### src/rtl/tug_pkg.sv
// Shared types and defaults for the tug-of-war player input front end.
package tug_pkg;

   typedef enum logic [1:0] {
      IDLE,
      PRESS_WAIT,
      HELD,
      RELEASE_WAIT
   } btn_state_t;

   localparam int DEBOUNCE_DEFAULT = 1_000_000;

endpackage

### src/rtl/button_conditioner.sv
// One push-button channel: polarity fix, 2-FF synchroniser, debounce FSM and a
// registered single-cycle pulse emitted only on a completed debounced press.
module button_conditioner
   import tug_pkg::*;
#(
   parameter int DEBOUNCE_CYCLES = DEBOUNCE_DEFAULT,
   parameter bit KEY_ACTIVE_LOW  = 1'b1
) (
   input  logic clk,
   input  logic reset,
   input  logic enable,
   input  logic key,
   output logic pulse
);

   localparam int CW = (DEBOUNCE_CYCLES > 2) ? $clog2(DEBOUNCE_CYCLES) : 1;
   localparam logic [CW-1:0] CNT_LAST = CW'(DEBOUNCE_CYCLES - 1);
   localparam logic [CW-1:0] CNT_ONE  = CW'(1);

   logic          key_pressed;
   logic          sync1_q;
   logic          sync2_q;
   btn_state_t    state_q;
   logic [CW-1:0] cnt_q;
   logic          pulse_q;
   logic          at_last;

   assign key_pressed = KEY_ACTIVE_LOW ? ~key : key;
   assign at_last     = (cnt_q == CNT_LAST);
   assign pulse       = pulse_q;

   always_ff @(posedge clk or negedge reset) begin
      if (!reset) begin
         sync1_q <= 1'b0;
         sync2_q <= 1'b0;
         state_q <= IDLE;
         cnt_q   <= '0;
         pulse_q <= 1'b0;
      end else begin
         sync1_q <= key_pressed;
         sync2_q <= sync1_q;
         pulse_q <= 1'b0;
         case (state_q)
            IDLE: begin
               if (sync2_q) begin
                  state_q <= PRESS_WAIT;
                  cnt_q   <= CNT_ONE;
               end
            end
            PRESS_WAIT: begin
               if (!sync2_q) begin
                  state_q <= IDLE;
                  cnt_q   <= '0;
               end else if (at_last) begin
                  // The only place a pulse can originate; a press finished while
                  // disabled is swallowed for good.
                  state_q <= HELD;
                  pulse_q <= enable;
               end else begin
                  cnt_q <= cnt_q + CNT_ONE;
               end
            end
            HELD: begin
               if (!sync2_q) begin
                  state_q <= RELEASE_WAIT;
                  cnt_q   <= CNT_ONE;
               end
            end
            RELEASE_WAIT: begin
               if (sync2_q) begin
                  state_q <= HELD;
                  cnt_q   <= '0;
               end else if (at_last) begin
                  state_q <= IDLE;
                  cnt_q   <= '0;
               end else begin
                  cnt_q <= cnt_q + CNT_ONE;
               end
            end
            default: begin
               state_q <= IDLE;
               cnt_q   <= '0;
            end
         endcase
      end
   end

endmodule

### src/rtl/tug_player_inputs.sv
// Player input front end: one independent conditioner per player producing the
// L and R move pulses for the light chain.
module tug_player_inputs
   import tug_pkg::*;
#(
   parameter int DEBOUNCE_CYCLES = DEBOUNCE_DEFAULT,
   parameter bit KEY_ACTIVE_LOW  = 1'b1
) (
   input  logic clk,
   input  logic reset,
   input  logic enable,
   input  logic key_l,
   input  logic key_r,
   output logic L,
   output logic R
);

   button_conditioner #(
      .DEBOUNCE_CYCLES (DEBOUNCE_CYCLES),
      .KEY_ACTIVE_LOW  (KEY_ACTIVE_LOW)
   ) u_left (
      .clk    (clk),
      .reset  (reset),
      .enable (enable),
      .key    (key_l),
      .pulse  (L)
   );

   button_conditioner #(
      .DEBOUNCE_CYCLES (DEBOUNCE_CYCLES),
      .KEY_ACTIVE_LOW  (KEY_ACTIVE_LOW)
   ) u_right (
      .clk    (clk),
      .reset  (reset),
      .enable (enable),
      .key    (key_r),
      .pulse  (R)
   );

endmodule

### config.mk
export PLATFORM = sky130hd
export DESIGN_NAME = tug_player_inputs
export DESIGN_NICKNAME = d
export VERILOG_FILES = /design/src/rtl/tug_pkg.sv /design/src/rtl/button_conditioner.sv /design/src/rtl/tug_player_inputs.sv
export SDC_FILE = /design/constraint.sdc
export NUM_CORES = 1
export LEC_CHECK = 0
export ABC_CLOCK_PERIOD_IN_PS = 3020
export BUFFER_PORTS_ARGS = -buffer_cell sky130_fd_sc_hd__buf_4
export CORE_ASPECT_RATIO = 0.7
export CORE_MARGIN = 2
export CORE_UTILIZATION = 45
export CTS_BUF_LIST = sky130_fd_sc_hd__clkbuf_4
export DETAILED_ROUTE_END_ITERATION = 10
export PLACE_DENSITY = 0.6
export REMOVE_ABC_BUFFERS = 1
export SYNTH_ARGS = -nofsm -noshare
export SYNTH_HDL_FRONTEND = slang
export SYNTH_SLANG_ARGS = --single-unit
### constraint.sdc
create_clock -name clk -period 3.02 [get_ports clk]
set_clock_uncertainty 0.05 [all_clocks]
set_input_delay 0.604 -clock clk [delete_from_list [all_inputs] [get_ports clk]]
set_output_delay 0.604 -clock clk [all_outputs]
set_load 0.03 [all_outputs]
==> results of run 1 <==
==> worst max-delay path, stage by stage, from the launching register on <==
cell and delay (ns):
dfrtp_1 0.48, ha_1 0.31, nand3_1 0.14, or2_1 0.36
nor2_2 0.26, o211a_1 0.45, nor2_1 0.09
==> registers in the layout, indices dropped and copies added, names as in the netlist, named ones only <==
name             cells
u_left.sync2_q       1
u_left.pulse         1
u_right.pulse        1
u_right.cnt_q       20
u_left.state_q       1
u_right.sync2_q      1
u_left.sync1_q       1
u_left.cnt_q        20
u_right.sync1_q      1
u_right.state_q      1
==> metrics by stage <==
step           cells  power (mW)
4_1_cts          420        1.11
2_1_floorplan    309       0.762
3_5_place_dp     412       0.803
3_3_place_gp     412       0.803
5_1_grt          420        1.15
6_report         420        1.09
==> cells in the final DEF (no fill, tap or decap), types with 3 or more instances in the layout <==
| master | n |
|---|---|
| a32oi_1 | 3 |
| or3_1 | 8 |
| clkbuf_4 | 5 |
| nor2b_1 | 5 |
| a21oi_1 | 19 |
| buf_4 | 9 |
| nor3_1 | 9 |
| a41oi_1 | 7 |
| nand4_1 | 12 |
| nand3_2 | 6 |
| a31oi_1 | 7 |
| and4_1 | 4 |
| xor2_1 | 9 |
| nor4_1 | 6 |
| a22o_1 | 4 |
| inv_1 | 4 |
| nand2b_1 | 4 |
| and3_1 | 7 |
| nand2_1 | 34 |
| o211ai_1 | 4 |
| a21o_1 | 3 |
| a311oi_1 | 3 |
| o21ai_0 | 10 |
| dfrtp_1 | 50 |
| nand3_1 | 14 |
| xnor2_1 | 11 |
| nor2_1 | 17 |
| and2_1 | 6 |
==> area by class of cell <==
type / count / area [um2] / share of cell area (%)
Clock inverter: 3 / 16.3 / 0.506
Inverter: 4 / 15.0 / 0.467
Multi-Input combinational cell: 255 / 1710 / 53.2
Timing Repair Buffer: 9 / 67.6 / 2.10
Clock buffer: 5 / 37.5 / 1.17
Sequential cell: 50 / 1250 / 38.9
Tap cell: 94 / 118 / 3.66
==> report_power, final <==
| part | internal, mW | leakage, nW | total (mW) | switching (mW) |
|---|---|---|---|---|
| combinational | 0.0306 | 0.572 | 0.0911 | 0.0605 |
| clock | 0.0872 | 0.0286 | 0.304 | 0.217 |
| sequential | 0.680 | 0.679 | 0.699 | 0.0190 |
==> worst min path at each step <==
stage | start | to
after floorplan | reset | asynchronous set/reset pin
after global placement | u_left.sync1_q | u_left.sync2_q
after detailed placement | u_left.sync1_q | u_left.sync2_q
after CTS | reset | u_left.cnt_q[16]
after global routing | reset | u_right.cnt_q[10]
final | reset | u_left.cnt_q[14]
==> logic make-up after synthesis <==
family / synth area share [%]
flops: 40.6
buf+inv: 3.90
fa+ha+maj: 0.812
xor+xnor: 6.21
simple gates: 29.8
compound gates: 17.7
mux: 1.06
==> metal layers <==
| metal | vias to the layer above | share of wire [%] | global-route usage (%) |
|---|---|---|---|
| li1 | 1225 | - | - |
| met1 | 1229 | 55 | 35.6 |
| met2 | 80 | 39 | 25.5 |
| met3 | 4 | 5.3 | 3.43 |
| met4 | 0 | 0.54 | 4.68 |
| met5 | - | 0 | 0 |
==> flow_metrics.env, run 1 <==
export IMPL_overflow=0
export IMPL_cp_required_ns=3.22
export IMPL_die_area_mm2=0.00754
export IMPL_hp_class="input port to asynchronous set/reset pin"
export IMPL_vias_per_cell=6.04
export IMPL_placed_area_mm2=0.00316
export IMPL_cts_max_path_buffers=2
export IMPL_grt_pass1_vias=2275
export IMPL_ys_seq_elements=50
export IMPL_drc_errors=0
export IMPL_io_buffers=6
export IMPL_vias=2538
export IMPL_critPathMaxFanout=11
export IMPL_ios=7
export IMPL_power_leakage_nw=1.28
export IMPL_place_gp_congestion=0.857
export IMPL_setup_viol=0
export IMPL_htreeDepth=2
export IMPL_grt_total_usage_pct=20.5
export IMPL_fin_crit_sh_pct=74.7
export IMPL_n_fill_cell=673
export IMPL_rsz0062_at_grt="false"
export IMPL_worst_slack_ns=0.764
export IMPL_ys_seq_area_share_pct=40.6
export IMPL_fp_dieH_um=73.3
export IMPL_hold_viol=0
export IMPL_power_density_mw_per_mm2=340
export IMPL_dr_first_iter_drc_count=185
export IMPL_crit_path_start="u_left.cnt_q[0]"
export IMPL_startpoint_type="register"
export IMPL_antenna_found_initial=0
export IMPL_grt_max_degree=51
export IMPL_synth_top_area_share_pct=40.6
export IMPL_synth_main_ff_cell="dfrtp_1"
export IMPL_syn_inst=328
export IMPL_numCtsBuffers=5
export IMPL_max_freq_mhz=443
export IMPL_hpwl_um=5100
export IMPL_cts_reportedPaths_clkPinSlew_ns=0.15
export IMPL_rrSetupSlack_ns=0.76
export IMPL_antennaDiodeCount=0
export IMPL_synth_area_leaders="dfrtp_1 (41%), nand2_1 (4.1%), xnor2_1 (3.1%)"
export IMPL_place_ws_ns=0.792
export IMPL_reg2reg_depth=6
export IMPL_r2r_start="u_left.cnt_q[0]"
export IMPL_nets=332
export IMPL_status="completed"
export IMPL_tns_ns=0
export IMPL_cts_resized=0
export IMPL_cts_hold_buf=0
export IMPL_hold_slack_ns=0.189
export IMPL_critPathArrivalTime_ns=2.46
export IMPL_syn_area_per_cell_um2=9.40
export IMPL_yosysMostFrequentCell="dfrtp_1"
export IMPL_yosysUniqueCellTypes=63
export IMPL_postLayoutCellArea_mm2=0.00322
export IMPL_clockRootBuffer="clkbuf_4"
export IMPL_grt_pass1_wl_um=12000
export IMPL_async_flop_share_pct=100
export IMPL_wl_um=7060
export IMPL_postLayoutCoreUtil_pct=48.1
export IMPL_clock_sinks=50
export IMPL_drv_cap=0
export IMPL_r2r_end="u_left.cnt_q[11]"
export IMPL_fp_dieW_um=103
export IMPL_peakVddDrop_mv=0.224
export IMPL_synth_edf_count=0
export IMPL_yosys_warnings=0
export IMPL_wl_per_cell_um=16.8
export IMPL_yosysTopAreaCell="dfrtp_1"
export IMPL_std_cell_rows=25
export IMPL_cts_setup_buffers=0
export IMPL_insertion_delay_ns=0.36
export IMPL_worst_pin_slew_ns=0.726
export IMPL_finalCriticalPeriod_ns=2.26
export IMPL_initial_utilization_pct=46.1
export IMPL_synthToLayoutAreaGrowth_pct=4.34
export IMPL_drv_slew=0
export IMPL_final_antenna_net_count=0
export IMPL_end_kind="register"
export IMPL_maxSlewHeadroom_pct=51.1
export IMPL_drtPass1Iterations=4
export IMPL_endpoint="u_left.cnt_q[11]"
export IMPL_yosys_top_cells_count="dfrtp_1 (50), nand2_1 (34), a21oi_1 (19)"
export IMPL_path_class="register to register"
export IMPL_drive_gt1_share_pct=11.0
export IMPL_core_region_area_mm2=0.00669
export IMPL_synth_area_mm2=0.00308
export IMPL_cts_tree="built"
Power figures use the tool's default switching activity.
==> run 2: changes to the inputs <==
Settings changed: ABC_CLOCK_PERIOD_IN_PS 3020 to 2300.
Clock period 3.02 ns to 2.3 ns, I/O delays scaled along.
==> run 2 against run 1 <==
  * Sequential power rose by 31%
  * First-iteration DRC count rose by 7.6%
  * Core utilization up 1.4 points
  * Critical path type unchanged
  * Critical path depth unchanged
  * Sequential share of layout area decreased by 1.1 points
  * Flip-flop and latch count unchanged
  * Count of clock-buffer cells in the layout unchanged
  * Combinational power increased by 36%
  * Register-to-register slack lost 0.57 ns
==> flow_metrics.env, run 2 (same netlist as run 1, synthesis figures left out) <==
export IMPL_cts_resized=0
export IMPL_dr_first_iter_drc_count=199
export IMPL_placed_area_mm2=0.00320
export IMPL_std_cell_rows=25
export IMPL_hp_class="input port to asynchronous set/reset pin"
export IMPL_cts_tree="built"
export IMPL_initial_utilization_pct=46.1
export IMPL_final_cells=425
export IMPL_worst_slack_ns=0.193
export IMPL_tns_ns=0
export IMPL_grt_total_usage_pct=20.0
export IMPL_met3_wirelength_um=375
export IMPL_vias_per_cell=5.99
export IMPL_critPathTopFamily="compound AO/OA/AOI/OAI gates"
export IMPL_drv_slew=0
export IMPL_max_freq_mhz=475
export IMPL_drive_gt1_share_pct=13.0
export IMPL_end_kind="register"
export IMPL_place_ws_ns=0.149
export IMPL_insertion_delay_ns=0.38
export IMPL_wl_um=6980
export IMPL_core_region_area_mm2=0.00669
export IMPL_fp_dieW_um=103
export IMPL_die_area_mm2=0.00754
export IMPL_place_gp_congestion=0.931
export IMPL_cpPeakStageDelay_ns=0.44
export IMPL_setup_viol=0
export IMPL_cts_hold_buf=0
export IMPL_top_layer_used="met4"
export IMPL_n_fill_cell=618
export IMPL_clockRootBuffer="clkbuf_4"
export IMPL_critPathArrivalTime_ns=2.32
export IMPL_nets=337
export IMPL_top_regs="u_left.cnt_q x20, u_right.cnt_q x20"
export IMPL_synthToLayoutAreaGrowth_pct=7.43
export IMPL_hpwl_um=5030
export IMPL_grt_pass1_vias=2218
export IMPL_cts_max_path_buffers=2
export IMPL_ios=7
export IMPL_status="completed"
export IMPL_wl_per_cell_um=16.4
export IMPL_overflow=0
export IMPL_fin_crit_sh_pct=91.6
export IMPL_io_buffers=6
export IMPL_hold_viol=0
export IMPL_cts_reportedPaths_clkPinSlew_ns=0.15
export IMPL_drv_cap=0
export IMPL_cts_setup_buffers=0
export IMPL_final_antenna_net_count=0
export IMPL_htreeDepth=2
export IMPL_antennaDiodeCount=0
export IMPL_grt_max_degree=51
export IMPL_drt_met1_wl_um=3840
export IMPL_final_cell_mix="dfrtp_1 (49), nand2_1 (34), a21oi_1 (19)"
export IMPL_grt_pass1_wl_um=11700
export IMPL_wl_met2_um=2700
export IMPL_numCtsBuffers=5
export IMPL_antenna_found_initial=0
export IMPL_path_class="register to register"
export IMPL_finalCriticalPeriod_ns=2.11
export IMPL_rrSetupSlack_ns=0.19
export IMPL_drtPass1Iterations=5
export IMPL_cp_cell_sequence="ha_1 -> nand3_1 -> or2_1 -> o211a_1 -> a41oi_1 -> a31oi_1"
export IMPL_clock_sinks=50
export IMPL_startpoint_type="register"
export IMPL_peakVddDrop_mv=0.279
export IMPL_power_leakage_nw=1.32
export IMPL_placed_cells=417
export IMPL_power_density_mw_per_mm2=504
export IMPL_cp_slowest_cell="dfrtp_2"
export IMPL_critPathMaxFanout=11
export IMPL_cp_required_ns=2.51
export IMPL_fp_dieH_um=73.3
export IMPL_drc_errors=0
export IMPL_rsz0062_at_grt="false"
export IMPL_vias=2544
export IMPL_layout_commonest_cell="dfrtp_1"
export IMPL_worst_path_buf_inv=0
export IMPL_worst_pin_slew_ns=0.675
export IMPL_postLayoutCellArea_mm2=0.00331
export IMPL_maxSlewHeadroom_pct=55.0
==> run 2: final timing paths <==
kind | end | depth (start not counted) | from
setup reg to reg | u_left.cnt_q[4] | 6 | u_left.cnt_q[0]
hold / removal | u_right.cnt_q[13] | 1 | reset
hold reg to reg | u_left.sync2_q | 0 | u_left.sync1_q
max in group asynchronous | u_left.cnt_q[0] | 1 | reset
min in group clk | u_left.sync1_q | 2 | key_l
setup / recovery | u_left.cnt_q[4] | 6 | u_left.cnt_q[0]
==> run 2: layout make-up <==
class,count,area [um2],area share [%]
multi-input cells,255,1720,51.9
flip-flops and latches,50,1250,37.8
clock buffers,5,37.5,1.13
well taps,94,118,3.55
inverters,4,15.0,0.453
repair buffers,14,105,3.17
clock inverters,3,63.8,1.93
==> run 2: routing by layer <==
layer,global-route usage (%),vias up
li1,-,1241
met1,34.6,1224
met2,24.7,71
met3,3.62,8
met4,4.24,0
met5,0,-
==> run 2: stage by stage <==
stage                     util, %  power, mW  hold slack (ns)
after floorplan                 -       1.00            0.114
after detailed placement     47.8       1.06            0.287
after CTS                    49.3       1.69           0.0635
final                        49.5       1.67           0.0381
after global placement       47.8       1.06            0.283
after global routing         49.5       1.74           0.0823
==> run 2: power breakdown <==
part           internal [mW]  switching [mW]  total [mW]  leakage (nW)
clock                  0.335           0.292       0.627        0.0528
combinational         0.0417          0.0820       0.124         0.591
sequential             0.894          0.0230       0.917         0.678
total                   1.27           0.397        1.67          1.32
==> run 3: changes to the inputs <==
Settings changed: SYNTH_HIERARCHICAL set to 1.
==> run 3 against run 2 <==
  * Synthesized area is 5.5% lower
  * Clock power is 1% lower
  * Total power about the same
  * Synthesized cell count fell by 4.9%
  * Sequential share of layout area increased by 0.99 points
  * Count of clock-buffer cells in the layout did not move
  * First-iteration DRC count grew 34%
  * Register-to-register slack barely moved
  * Critical path depth stayed put
  * Highest routed layer unchanged
==> flow_metrics.env, run 3 <==
export IMPL_worst_slack_ns=0.203
export IMPL_path_class="register to register"
export IMPL_cts_max_path_buffers=2
export IMPL_end_kind="register"
export IMPL_core_region_area_mm2=0.00625
export IMPL_synth_edf_count=0
export IMPL_fin_crit_sh_pct=91.2
export IMPL_cts_reportedPaths_clkPinSlew_ns=0.14
export IMPL_status="completed"
export IMPL_seqPwrFrac_pct=55.0
export IMPL_reg2reg_depth=6
export IMPL_syn_inst=312
export IMPL_cp_required_ns=2.52
export IMPL_synth_main_ff_cell="dfrtp_1"
export IMPL_async_flop_share_pct=100
export IMPL_worst_pin_slew_ns=0.641
export IMPL_top_regs="u_left/cnt_q x20, u_right/cnt_q x20"
export IMPL_grt_pass1_vias=2380
export IMPL_drv_cap=0
export IMPL_n_fill_cell=570
export IMPL_maxSlewHeadroom_pct=57.3
export IMPL_drtPass1Iterations=5
export IMPL_cts_setup_buffers=0
export IMPL_r2r_start="u_left/cnt_q[0]"
export IMPL_rsz0062_at_grt="false"
export IMPL_wl_per_cell_um=16.6
export IMPL_synth_top_area_share_pct=43.0
export IMPL_numCtsBuffers=5
export IMPL_power_leakage_nw=1.35
export IMPL_critPathArrivalTime_ns=2.32
export IMPL_hp_class="input port to asynchronous set/reset pin"
export IMPL_ys_seq_area_share_pct=43.0
export IMPL_nets=335
export IMPL_synth_area_leaders="dfrtp_1 (43%), xnor2_1 (6.0%), nand2_1 (4.9%)"
export IMPL_cts_hold_buf=0
export IMPL_drive_gt1_share_pct=11.6
export IMPL_p_sw_share_pct=23.5
export IMPL_yosysTopAreaCell="dfrtp_1"
export IMPL_initial_utilization_pct=46.6
export IMPL_antenna_found_initial=0
export IMPL_peakVddDrop_mv=0.269
export IMPL_place_gp_congestion=0.861
export IMPL_hpwl_um=4750
export IMPL_final_cell_mix="dfrtp_1 (50), nand2_1 (38), buf_4 (23)"
export IMPL_p_sw_mw=0.391
export IMPL_vias_per_cell=6.19
export IMPL_syn_area_per_cell_um2=9.34
export IMPL_cts_tree="built"
export IMPL_yosysMostFrequentCell="dfrtp_1"
export IMPL_layout_commonest_cell="dfrtp_1"
export IMPL_wl_um=6740
export IMPL_clock_sinks=50
export IMPL_place_ws_ns=0.244
export IMPL_crit_path_start="u_left/cnt_q[0]"
export IMPL_cts_resized=0
export IMPL_p_comb_share_pct=7.7
export IMPL_yosysUniqueCellTypes=43
export IMPL_hold_viol=0
export IMPL_insertion_delay_ns=0.37
export IMPL_overflow=0
export IMPL_grt_pass1_wl_um=11800
export IMPL_htreeDepth=2
export IMPL_power_density_mw_per_mm2=517
export IMPL_drv_slew=0
export IMPL_finalCriticalPeriod_ns=2.10
export IMPL_fp_dieH_um=71.3
export IMPL_p_clk_share_pct=37.3
export IMPL_std_cell_rows=24
export IMPL_yosys_top_cells_count="dfrtp_1 (50), nand2_1 (38), nor2_1 (22)"
export IMPL_intPower_mw=1.28
export IMPL_tns_ns=0
export IMPL_vias=2518
export IMPL_grt_max_degree=51
export IMPL_synthToLayoutAreaGrowth_pct=10.7
export IMPL_antennaDiodeCount=0
export IMPL_drc_errors=0
export IMPL_io_buffers=6
export IMPL_ys_seq_elements=50
export IMPL_grt_total_usage_pct=20.6
export IMPL_max_freq_mhz=477
export IMPL_clockRootBuffer="clkbuf_4"
export IMPL_dr_first_iter_drc_count=267
export IMPL_setup_viol=0
export IMPL_fp_dieW_um=100
export IMPL_final_antenna_net_count=0
export IMPL_ios=7
export IMPL_critPathMaxFanout=7
export IMPL_yosys_warnings=6
export IMPL_synth_area_mm2=0.00291
export IMPL_die_area_mm2=0.00714
export IMPL_startpoint_type="register"
[run 3: through the flow]
step                      cell area, um2  instances  utilization [%]  hold WS [ns]  power (mW)
after floorplan                     2850        298                -         0.114       0.991
after global placement              3120        399             50.0         0.283        1.06
after detailed placement            3120        399             50.0         0.287        1.06
after CTS                           3220        407             51.6        0.0580        1.69
after global routing                3220        407             51.6        0.0877        1.75
final                               3220        407             51.6        0.0414        1.67
[run 3: cell families (layout without fill, tap and decap cells)]
group | after synthesis | after routing | share of synthesized area (%)
muxes | 4 | 4 | 1.46
and+or+nand+nor | 138 | 138 | 24.9
AOI/OAI and AO/OA | 66 | 66 | 17.0
buffers and inverters | 18 | 35 | 2.58
adders and majority gates | 2 | 2 | 0.859
DFF | 50 | 50 | 43.0
xor gates and xnor gates | 34 | 34 | 10.2
[run 3: final cells by class]
cell class / count / area, um2 / area share, %
clock buffers: 5 / 37.5 / 1.16
clock inverters: 3 / 63.8 / 1.98
inverters: 4 / 15.0 / 0.466
multi-input cells: 244 / 1590 / 49.2
flip-flops and latches: 50 / 1250 / 38.8
well taps: 78 / 97.6 / 3.03
repair buffers: 23 / 173 / 5.36
[run 3: worst max-delay path, cell delays in order (launching register included)]
cell and delay, ns:
dfrtp_1 0.46, ha_1 0.23, nand3_1 0.14, nor3_1 0.27, and2_1 0.36, o21ai_1 0.20
a32o_1 0.29
[run 3: routing by layer]
metal / vias up / part of all wire [%] / global-route usage (%)
li1: 1207 / - / -
met1: 1194 / 52 / 33.5
met2: 110 / 39 / 27.4
met3: 7 / 8.0 / 4.00
met4: 0 / 0.88 / 5.18
met5: - / 0 / 0
[run 3: final timing paths]
path / end / slack, ns
worst min-delay path: u_right/cnt_q[9] / 0.04
min in group clk: u_right/sync1_q / 0.16
max in group asynchronous: u_left/cnt_q[19] / 1.73
worst max-delay path: u_left/cnt_q[19] / 0.20
worst min register to register: u_left/sync2_q / 0.32
worst max register to register: u_left/cnt_q[19] / 0.20
[run 3: power groups by stage]
| stage | sequential [mW] | clock, mW | combinational (mW) |
|---|---|---|---|
| 2_1_floorplan | 0.931 | 0 | 0.0604 |
| 3_3_place_gp | 0.933 | 0 | 0.126 |
| 3_5_place_dp | 0.933 | 0 | 0.127 |
| 4_1_cts | 0.917 | 0.647 | 0.127 |
| 5_1_grt | 0.921 | 0.689 | 0.143 |
| 6_report | 0.917 | 0.621 | 0.128 |
